### config.mk
export PLATFORM = sky130hd
export DESIGN_NAME = alu_rs
export DESIGN_NICKNAME = d
export VERILOG_FILES = /design/src/rtl/alu_rs_pkg.sv /design/src/rtl/alu_rs_pick.sv /design/src/rtl/alu_rs.sv
export SDC_FILE = /design/constraint.sdc
export NUM_CORES = 2
export LEC_CHECK = 0
export ABC_AREA = 1
export ABC_CLOCK_PERIOD_IN_PS = 4200
export BUFFER_PORTS_ARGS = -buffer_cell sky130_fd_sc_hd__buf_2
export CELL_PAD_IN_SITES_DETAIL_PLACEMENT = 1
export CELL_PAD_IN_SITES_GLOBAL_PLACEMENT = 2
export CORE_AREA = 5 5 470 472
export CTS_CLUSTER_DIAMETER = 30
export DETAILED_ROUTE_END_ITERATION = 16
export DIE_AREA = 0 0 475 477
export PLACE_DENSITY_LB_ADDON = 0.12
export SYNTH_ARGS = -nofsm -noshare
export SYNTH_HDL_FRONTEND = slang
export SYNTH_SLANG_ARGS = --single-unit
### constraint.sdc
create_clock -name clk -period 4.2 [get_ports clk]
set_clock_uncertainty 0.15 [all_clocks]
set_input_delay 0.21 -clock clk [delete_from_list [all_inputs] [get_ports clk]]
set_output_delay 0.21 -clock clk [all_outputs]
set_load 0.005 [all_outputs]
### src/rtl/alu_rs_pkg.sv
// Shared defines for the ALU reservation station: opcodes, ROB tag width and entry layout.
// Operand snooping is a helper so that dispatch and resident entries resolve tags identically.
package alu_rs_pkg;

  localparam int unsigned RobTagW = 4;

  localparam logic [6:0] OpcOp     = 7'b0110011;
  localparam logic [6:0] OpcOpImm  = 7'b0010011;
  localparam logic [6:0] OpcBranch = 7'b1100011;
  localparam logic [6:0] OpcJal    = 7'b1101111;
  localparam logic [6:0] OpcAuipc  = 7'b0010111;

  typedef struct packed {
    logic [31:0]        val;
    logic [RobTagW-1:0] tag;
    logic               busy;
  } operand_t;

  typedef struct packed {
    logic               busy;
    logic [6:0]         opcode;
    logic [2:0]         precise;
    logic               more_precise;
    logic [31:0]        imm;
    logic [31:0]        pc;
    operand_t           j;
    operand_t           k;
    logic [RobTagW-1:0] rob_entry;
  } rs_entry_t;

  typedef struct packed {
    logic [31:0]        a;
    logic [31:0]        b;
    logic [31:0]        pc;
    logic [31:0]        imm;
    logic [6:0]         opcode;
    logic [2:0]         precise;
    logic               more_precise;
    logic [RobTagW-1:0] rob_entry;
  } issue_t;

  // A pending operand takes the value of a matching broadcast; ALU bus wins if both match.
  function automatic operand_t snoop(operand_t op,
                                     logic alu_v, logic [RobTagW-1:0] alu_tag,
                                     logic [31:0] alu_val,
                                     logic lsb_v, logic [RobTagW-1:0] lsb_tag,
                                     logic [31:0] lsb_val);
    operand_t r;
    r = op;
    if (op.busy && alu_v && (alu_tag == op.tag)) begin
      r.val  = alu_val;
      r.busy = 1'b0;
    end else if (op.busy && lsb_v && (lsb_tag == op.tag)) begin
      r.val  = lsb_val;
      r.busy = 1'b0;
    end
    return r;
  endfunction

endpackage

### src/rtl/alu_rs_pick.sv
// Lowest-index priority encoder used for both free-slot and ready-entry selection.
module rs_pick #(
  parameter int unsigned N = 8
) (
  input  logic [N-1:0]                       req,
  output logic                               valid,
  output logic [((N > 1) ? $clog2(N) : 1)-1:0] idx
);

  localparam int unsigned IdxW = (N > 1) ? $clog2(N) : 1;

  always_comb begin
    valid = |req;
    idx   = '0;
    // Scan downwards so the lowest set bit is the last assignment.
    for (int i = N - 1; i >= 0; i--) begin
      if (req[i]) idx = IdxW'(i);
    end
  end

endmodule

### src/rtl/alu_rs.sv
// ALU reservation station: dispatch with CDB snooping, operand wake-up and
// lowest-index in-order issue into a registered output stage.
module alu_rs
  import alu_rs_pkg::*;
#(
  parameter int unsigned RS_SIZE = 8
) (
  input  logic               clk,
  input  logic               rst_n,
  input  logic               rdy,
  input  logic               rollback_config,
  input  logic               in_config,
  input  logic [6:0]         in_opcode,
  input  logic [2:0]         in_precise,
  input  logic               in_more_precise,
  input  logic [31:0]        in_imm,
  input  logic [31:0]        in_PC,
  input  logic [31:0]        in_vj,
  input  logic [31:0]        in_vk,
  input  logic [RobTagW-1:0] in_qj,
  input  logic [RobTagW-1:0] in_qk,
  input  logic               in_qj_busy,
  input  logic               in_qk_busy,
  input  logic [RobTagW-1:0] in_rob_entry,
  input  logic               alu_cdb_config,
  input  logic [RobTagW-1:0] alu_cdb_rob_entry,
  input  logic [31:0]        alu_cdb_val,
  input  logic               lsb_cdb_config,
  input  logic [RobTagW-1:0] lsb_cdb_rob_entry,
  input  logic [31:0]        lsb_cdb_val,
  output logic               out_full,
  output logic               out_config,
  output logic [31:0]        out_a,
  output logic [31:0]        out_b,
  output logic [31:0]        out_PC,
  output logic [31:0]        out_imm,
  output logic [6:0]         out_opcode,
  output logic [2:0]         out_precise,
  output logic               out_more_precise,
  output logic [RobTagW-1:0] out_rob_entry
);

  localparam int unsigned IdxW = (RS_SIZE > 1) ? $clog2(RS_SIZE) : 1;

  rs_entry_t entry_q [RS_SIZE];
  rs_entry_t entry_d [RS_SIZE];
  issue_t    iss_q, iss_d;
  logic      out_config_q, out_config_d;

  logic [RS_SIZE-1:0] busy_vec, ready_vec;
  logic               free_valid, iss_valid;
  logic [IdxW-1:0]    free_idx, iss_idx;
  operand_t           disp_j, disp_k;

  always_comb begin
    for (int unsigned i = 0; i < RS_SIZE; i++) begin
      busy_vec[i]  = entry_q[i].busy;
      ready_vec[i] = entry_q[i].busy && !entry_q[i].j.busy && !entry_q[i].k.busy;
    end
  end

  assign out_full = &busy_vec;

  rs_pick #(.N(RS_SIZE)) u_free_pick (
    .req   (~busy_vec),
    .valid (free_valid),
    .idx   (free_idx)
  );

  rs_pick #(.N(RS_SIZE)) u_ready_pick (
    .req   (ready_vec),
    .valid (iss_valid),
    .idx   (iss_idx)
  );

  always_comb begin
    disp_j = snoop('{val: in_vj, tag: in_qj, busy: in_qj_busy},
                   alu_cdb_config, alu_cdb_rob_entry, alu_cdb_val,
                   lsb_cdb_config, lsb_cdb_rob_entry, lsb_cdb_val);
    disp_k = snoop('{val: in_vk, tag: in_qk, busy: in_qk_busy},
                   alu_cdb_config, alu_cdb_rob_entry, alu_cdb_val,
                   lsb_cdb_config, lsb_cdb_rob_entry, lsb_cdb_val);
  end

  always_comb begin
    entry_d      = entry_q;
    iss_d        = iss_q;
    out_config_d = 1'b0;

    for (int unsigned i = 0; i < RS_SIZE; i++) begin
      if (entry_q[i].busy) begin
        entry_d[i].j = snoop(entry_q[i].j, alu_cdb_config, alu_cdb_rob_entry, alu_cdb_val,
                             lsb_cdb_config, lsb_cdb_rob_entry, lsb_cdb_val);
        entry_d[i].k = snoop(entry_q[i].k, alu_cdb_config, alu_cdb_rob_entry, alu_cdb_val,
                             lsb_cdb_config, lsb_cdb_rob_entry, lsb_cdb_val);
      end
    end

    if (iss_valid) begin
      out_config_d       = 1'b1;
      iss_d.a            = entry_q[iss_idx].j.val;
      iss_d.b            = entry_q[iss_idx].k.val;
      iss_d.pc           = entry_q[iss_idx].pc;
      iss_d.imm          = entry_q[iss_idx].imm;
      iss_d.opcode       = entry_q[iss_idx].opcode;
      iss_d.precise      = entry_q[iss_idx].precise;
      iss_d.more_precise = entry_q[iss_idx].more_precise;
      iss_d.rob_entry    = entry_q[iss_idx].rob_entry;
      entry_d[iss_idx].busy = 1'b0;
    end

    // Free slot is chosen from registered busy bits, so a slot freed by issue waits a cycle.
    if (in_config && free_valid) begin
      entry_d[free_idx].busy         = 1'b1;
      entry_d[free_idx].opcode       = in_opcode;
      entry_d[free_idx].precise      = in_precise;
      entry_d[free_idx].more_precise = in_more_precise;
      entry_d[free_idx].imm          = in_imm;
      entry_d[free_idx].pc           = in_PC;
      entry_d[free_idx].j            = disp_j;
      entry_d[free_idx].k            = disp_k;
      entry_d[free_idx].rob_entry    = in_rob_entry;
    end

    if (rollback_config) begin
      for (int unsigned i = 0; i < RS_SIZE; i++) entry_d[i].busy = 1'b0;
      iss_d        = iss_q;
      out_config_d = 1'b0;
    end

    if (!rdy) begin
      entry_d      = entry_q;
      iss_d        = iss_q;
      out_config_d = out_config_q;
    end
  end

  always_ff @(posedge clk) begin
    if (!rst_n) begin
      for (int unsigned i = 0; i < RS_SIZE; i++) entry_q[i] <= '0;
      iss_q        <= '0;
      out_config_q <= 1'b0;
    end else begin
      entry_q      <= entry_d;
      iss_q        <= iss_d;
      out_config_q <= out_config_d;
    end
  end

  assign out_config       = out_config_q;
  assign out_a            = iss_q.a;
  assign out_b            = iss_q.b;
  assign out_PC           = iss_q.pc;
  assign out_imm          = iss_q.imm;
  assign out_opcode       = iss_q.opcode;
  assign out_precise      = iss_q.precise;
  assign out_more_precise = iss_q.more_precise;
  assign out_rob_entry    = iss_q.rob_entry;

endmodule

# ---- Word-level counts from Yosys, hierarchy flattened
# Index checks and enable logic that the tools add are counted.
dict set report totals {
  input_bits 232
  ff_bits 1376
}
dict set report classes {
  muxes 141
  reduce_logical 111
  bitwise_logic 4
  eq_ne 36
  magnitude_cmp 4
}
# op count
set ops {}
lappend ops {{$bwmux 1232} 10}
lappend ops {{$demux 154 s3} 10}
lappend ops {{$mux 1232} 2}
lappend ops {{$mux 32} 36}
lappend ops {{$mux 74} 8}
lappend ops {{$bmux 154 s3} 1}
lappend ops {{$mux 153} 3}
lappend ops {{$mux 154} 2}
lappend ops {{$mux 146} 1}
lappend ops {{$eq 4x4->1} 36}
lappend ops {{$mux 143} 1}
lappend ops {{$mux 142} 1}
lappend ops {{$mux 110} 1}
lappend ops {{$logic_and 1x1->1} 91}
lappend ops {{$mux 78} 1}
lappend ops {{$mux 3} 16}
lappend ops {{$mux 1} 46}
lappend ops {{$mux 41} 1}
lappend ops {{$logic_not 1->1} 16}
lappend ops {{$reduce_or 8->1} 2}
lappend ops {{$ge 4x4->1 const B} 2}
lappend ops {{$lt 4x1->1 const B} 2}
lappend ops {{$not 3->4} 2}
lappend ops {{$not 8->8} 1}
lappend ops {{4 further kinds} 4}

# ---- Logic depth before layout (Yosys ltp)
dict set report logic_depth {
  depth_word 29
  mapped_depth 17
  depth_no_buf 15
}

# ---- Modules after synthesis
# From an unflattened synthesis, not the netlist that was laid out.
dict set report hier_totals {
  hier_cells 11904
  hier_area_um2 76667.3
}
# mod seq_area_each_um2 area_each_um2 n_inst cells_per_inst
set modules_own_cells {}
lappend modules_own_cells {alu_rs 27546.4 76469.6 1 11860}
lappend modules_own_cells {rs_pick 0.0 98.8 2 22}

# ---- Worst setup path before layout
# OpenSTA, ideal clock, no wires.
dict set report synth_path {
  path_kind {reg-to-reg}
  startpoint {register entry_q (netlist bit busy_vec[6])}
  endpoint {register entry_q[15] (netlist name)}
  setup_ns 0.113
  path_stages_with_launch 15
  n_path_buf 3
  setup_slack_ns 2.135
  arrival_ns 1.802
  path_cell_list {dfxtp_1 > buf_2 > inv_2 > o21ai_1 > a21oi_1 > o21ai_2 > nand2_4 > inv_2 > nand3_2 > inv_2 > buf_2 > buf_2 > nand2_1 > nand3_1 > nor2_1}
}
dict set report synth_via {
  elab_chain_len 23
  elab_cells_between_ends 48
}
# item line
set synth_rtl {}
lappend synth_rtl {{start: declaration} alu_rs.sv:45} ;# rs_entry_t entry_q [RS_SIZE];
lappend synth_rtl {{start signal: assignment} alu_rs.sv:144} ;# entry_q <= entry_d;
lappend synth_rtl {{$logic_and 1x1->1 (2 in a row)} alu_rs.sv:58} ;# ready_vec[i] = entry_q[i].busy && !entry_q[i].j.busy && !entry_q[i].k.busy;
lappend synth_rtl {{$mux 3 (7 in a row)} alu_rs_pick.sv:17} ;# if (req[i]) idx = IdxW'(i);
lappend synth_rtl {{$not 3->4 (not written as such)} alu_rs.sv:109} ;# entry_d[iss_idx].busy = 1'b0;
lappend synth_rtl {{$demux 154 s3} alu_rs.sv:109}
lappend synth_rtl {{$bwmux 1232} alu_rs.sv:109}
lappend synth_rtl {{$mux 1232} alu_rs.sv:99} ;# if (iss_valid) begin
lappend synth_rtl {{$bwmux 1232} alu_rs.sv:114} ;# entry_d[free_idx].busy = 1'b1;
lappend synth_rtl {{$bwmux 1232} alu_rs.sv:115} ;# entry_d[free_idx].opcode = in_opcode;
lappend synth_rtl {{$bwmux 1232} alu_rs.sv:116} ;# entry_d[free_idx].precise = in_precise;
lappend synth_rtl {{$bwmux 1232} alu_rs.sv:117} ;# entry_d[free_idx].more_precise = in_more_precise;
lappend synth_rtl {{$bwmux 1232} alu_rs.sv:118} ;# entry_d[free_idx].imm = in_imm;
lappend synth_rtl {{$bwmux 1232} alu_rs.sv:119} ;# entry_d[free_idx].pc = in_PC;
lappend synth_rtl {{$bwmux 1232} alu_rs.sv:120} ;# entry_d[free_idx].j = disp_j;
lappend synth_rtl {{$bwmux 1232} alu_rs.sv:121} ;# entry_d[free_idx].k = disp_k;
lappend synth_rtl {{$bwmux 1232} alu_rs.sv:122} ;# entry_d[free_idx].rob_entry = in_rob_entry;
lappend synth_rtl {{$mux 1232 *} alu_rs.sv:113} ;# if (in_config && free_valid) begin
# Every way passes the cells marked *; elsewhere a longest branch is shown, timed or not.
# A chain may end at the register's enable or synchronous reset.

# ---- Final worst setup path
dict set report layout_path {
  startpoint {register entry_q[160] (netlist name)}
  endpoint {register entry_q[193] (netlist name)}
}
dict set report layout_via {
  elab_chain_len 17
  elab_cells_between_ends 19
}
# item line
set layout_rtl {}
lappend layout_rtl {{$eq 4x4->1} alu_rs_pkg.sv:53} ;# end else if (op.busy && lsb_v && (lsb_tag == op.tag)) begin
lappend layout_rtl {{$logic_and 1x1->1} alu_rs_pkg.sv:53}
lappend layout_rtl {{$mux 32} alu_rs_pkg.sv:53}
lappend layout_rtl {{$mux 32 *} alu_rs_pkg.sv:50} ;# if (op.busy && alu_v && (alu_tag == op.tag)) begin
lappend layout_rtl {{$mux 74 *} alu_rs.sv:91} ;# if (entry_q[i].busy) begin
lappend layout_rtl {{$bwmux 1232} alu_rs.sv:109}
lappend layout_rtl {{$mux 1232 *} alu_rs.sv:99}
lappend layout_rtl {{$bwmux 1232} alu_rs.sv:114}
lappend layout_rtl {{$bwmux 1232} alu_rs.sv:115}
lappend layout_rtl {{$bwmux 1232} alu_rs.sv:116}
lappend layout_rtl {{$bwmux 1232} alu_rs.sv:117}
lappend layout_rtl {{$bwmux 1232} alu_rs.sv:118}
lappend layout_rtl {{$bwmux 1232} alu_rs.sv:119}
lappend layout_rtl {{$bwmux 1232} alu_rs.sv:120}
lappend layout_rtl {{$bwmux 1232} alu_rs.sv:121}
lappend layout_rtl {{$bwmux 1232} alu_rs.sv:122}
lappend layout_rtl {{$mux 1232 *} alu_rs.sv:113}
# Marked as above.

==> flow_summary.toml <==
[global_routing]
grt_pass1_vias = 97400
grt_pass1_wl_mm = 665
busiest_layer = "met2"
grt_usage = 0.392
use_met2 = 0.601
overflow = 0
met1_usage = 0.480
grt_max_degree = 163
use_met3 = 0.100
antenna_found_initial = 46

[hold_path]
worst_hold_path_type = "primary input to register"
whs_path_depth = 4
holdPathEnd = "entry_q[253]"
worstHoldStart = "in_PC[21]"

[clock_network]
clockBufferDepth = 4
cts_tree = "built"
cts_buffers = 419
htree_num_levels = 5
cts_setup_buffers = 0
clkTransAtPathRegs_ns = 0.04
cts-root-buf = "clkbuf_16"
clock_sinks = 1376
insertion_delay_ns = 0.97
holdBufCountCts = 402
cts.repair.resized = 0

[setup_path]
reg2reg_depth = 11
arrival_ns = 4.34
worstPathRequired_ns = 4.88
rr_startpoint = "entry_q[160]"
setup.worst_path.start_class = "register"
crit_type = "register to register"
end_kind = "register"
cp_max_fo = 32
r2r-end = "entry_q[193]"
reg2reg_slack_ns = 0.55

[drt]
drc_errors = 0
vias = 96700
ant_nets = 0
drtIter0Drc = 10700
drt_pass1_iterations = 6
vias_per_cell = 5.92
drt-total-wl_mm = 464
wire_per_inst_um = 28.4

[logic_synthesis]
syn_nets = 12900
synth_common_cells = "nand2_1, nor2_1, nand3_1, dfxtp_1, o21ai_0"
synth-edff-count = 0
syn_area_um2 = 77300
synth_ff_type = "dfxtp_1"
yosysSeqAreaShare = 0.356
yosys_warnings = 0
async_flop_share = 0
syn_avg_cell_area_um2 = 6.09
ys_types = 38
synthTopCellsByArea = "dfxtp_1, nand3_1, nand2_1, nor2_1, o21ai_0"
synth_top_area_frac = 0.356
yosys.cell_count.top_type = "nand2_1"
synth_cells = 12700
synth-seq-cells = 1376
yosys.area.top_type = "dfxtp_1"

[finish]
final_nets = 13300
final_core_util = 0.465
drive_gt1_frac = 0.110
n_fill_cell = 27800
finalInstanceArea_um2 = 101000
syn_to_final_growth_pct = 30.0

[placement]
place_congestion = 0.942
place_area_um2 = 81900
dp_slack_ns = 0.912
dp_hpwl_mm = 269
port_buffers = 376

[pwr]
p_total_mw = 49.0
p_leak_nw = 41.1
power.density_nw_per_um2 = 488
ir_drop_mv = 0.451

[sta]
drv_slew = 0
relSlewSlack = 0.198
rsz0062_at_grt = "no"
tns_ns = 0
finalSetupViolCount = 0
hold_viol = 0
setup_ws_ns = 0.545
min_period_ns = 3.65
worstMarginPinSlew_ns = 1.20
fmax_ghz = 0.274
fin_crit_sh = 0.870

[floorplanning]
die_x_um = 475
start_util = 0.358
fp.dieArea_um2 = 227000
core_area_um2 = 216000
ios = 377
dieHeight_um = 477
num_rows = 171

[outcome]
outcome = "completed"

[run]
maxCapViolCount = 0
placed cells by master (no fill, tap or decap), types with 5 or more instances in the layout:
cell type      Yosys  routed
nand2_1         2671    2657
nor2_1          2130    2124
nand3_1         2009    2009
dfxtp_1         1376    1368
o21ai_0         1272    1272
inv_1            873     873
a21oi_1          621     616
clkbuf_16          0     424
dlygate4sd3_1      0     402
buf_2            306     375
nand3b_1         256     256
buf_4             17     221
clkbuf_8           0      95
o21ai_1           85      85
nand4_1           84      84
clkinv_2           0      78
buf_12             0      75
clkbuf_1         617      64
bufinv_16          0      57
o211ai_1          42      42
diode_2            0      40
o22ai_1           39      39
clkinv_1          34      34
inv_2             32      22
clkinvlp_4         0      18
nand2_2            3      15
nor2_4             7      15
a21oi_4            0      14
nor2_2            13      11
nor3_1            13      10
nor4_4             1      10
xor2_1             9       9
inv_6              0       9
dfxtp_2            0       7
clkinv_4           0       5
registers in the layout (all words and copies together), names as in the netlist:
| name | count |
|---|---|
| busy_vec | 8 |
| entry_q | 1224 |
| out_PC | 32 |
| out_a | 32 |
| out_b | 32 |
| out_config | 1 |
| out_imm | 32 |
| out_more_precise | 1 |
| out_opcode | 7 |
| out_precise | 3 |
| out_rob_entry | 4 |
worst max-delay path by stage:
stage | to | cells after the start | slack (ns) | start
after detailed placement | entry_q[493] | 11 | 0.91 | lsb_cdb_rob_entry[0]
final | entry_q[193] | 11 | 0.55 | entry_q[160]
after CTS | entry_q[193] | 11 | 0.68 | entry_q[160]
after global placement | entry_q[801] | 11 | 0.95 | lsb_cdb_rob_entry[0]
after floorplan | entry_q[15] | 14 | 2.13 | busy_vec[6]
after global routing | entry_q[947] | 15 | 0.43 | in_qk[0]
metal layers:
metal,part of all wire,up-vias
met5,0.00018,-
met4,0.081,14
met3,0.098,1695
met2,0.43,5331
met1,0.39,47500
li1,-,42100
area by class of cell:
type	instances	area [µm²]	area share
repair buffers	1074	9080	0.0903
multi-input cells	9296	42100	0.419
flip-flops and latches	1376	27600	0.274
clock buffers	583	12200	0.121
inverters	939	3570	0.0355
well taps	2854	3570	0.0355
diodes	40	100	0.000996
clock inverters	165	2380	0.0237
cells by family (layout without fill, tap and decap cells):
family / after synthesis / after routing / share of synthesized area
flip-flops: 1376 / 1376 / 0.356
XOR/XNOR: 12 / 12 / 0.00136
AO/OA/AOI/OAI: 2073 / 2073 / 0.137
buffers and inverters: 2024 / 2761 / 0.104
AND/OR/NAND/NOR: 7211 / 7211 / 0.402
other: 0 / 40 / 0
critical path, stage by stage (launching register included):
cell and delay, ns:
dfxtp_1 0.29, inv_1 0.18, o22ai_1 0.19, a21oi_4 0.65, nand2_1 0.18, buf_4 0.37
o21ai_0 0.16, nand3b_1 0.08, dlygate4sd3_1 0.59, nand3_1 0.07, dlygate4sd3_1 0.57, nor2_1 0.04
power by group:
group          switching, mW  leakage, nW  internal, mW  total [mW]
clock                   9.31         7.16          23.3        32.6
sequential            0.0860         11.1          13.3        13.4
combinational           2.23         22.8         0.862        3.09
per-stage QoR:
stage	hold slack, ns	instances
after CTS	0.00115	16300
after global placement	0.286	15100
after detailed placement	0.292	15100
final	0.0267	16300
after floorplan	0.195	12700
after global routing	0.00320	16300
(Power assumes the default switching activity.)
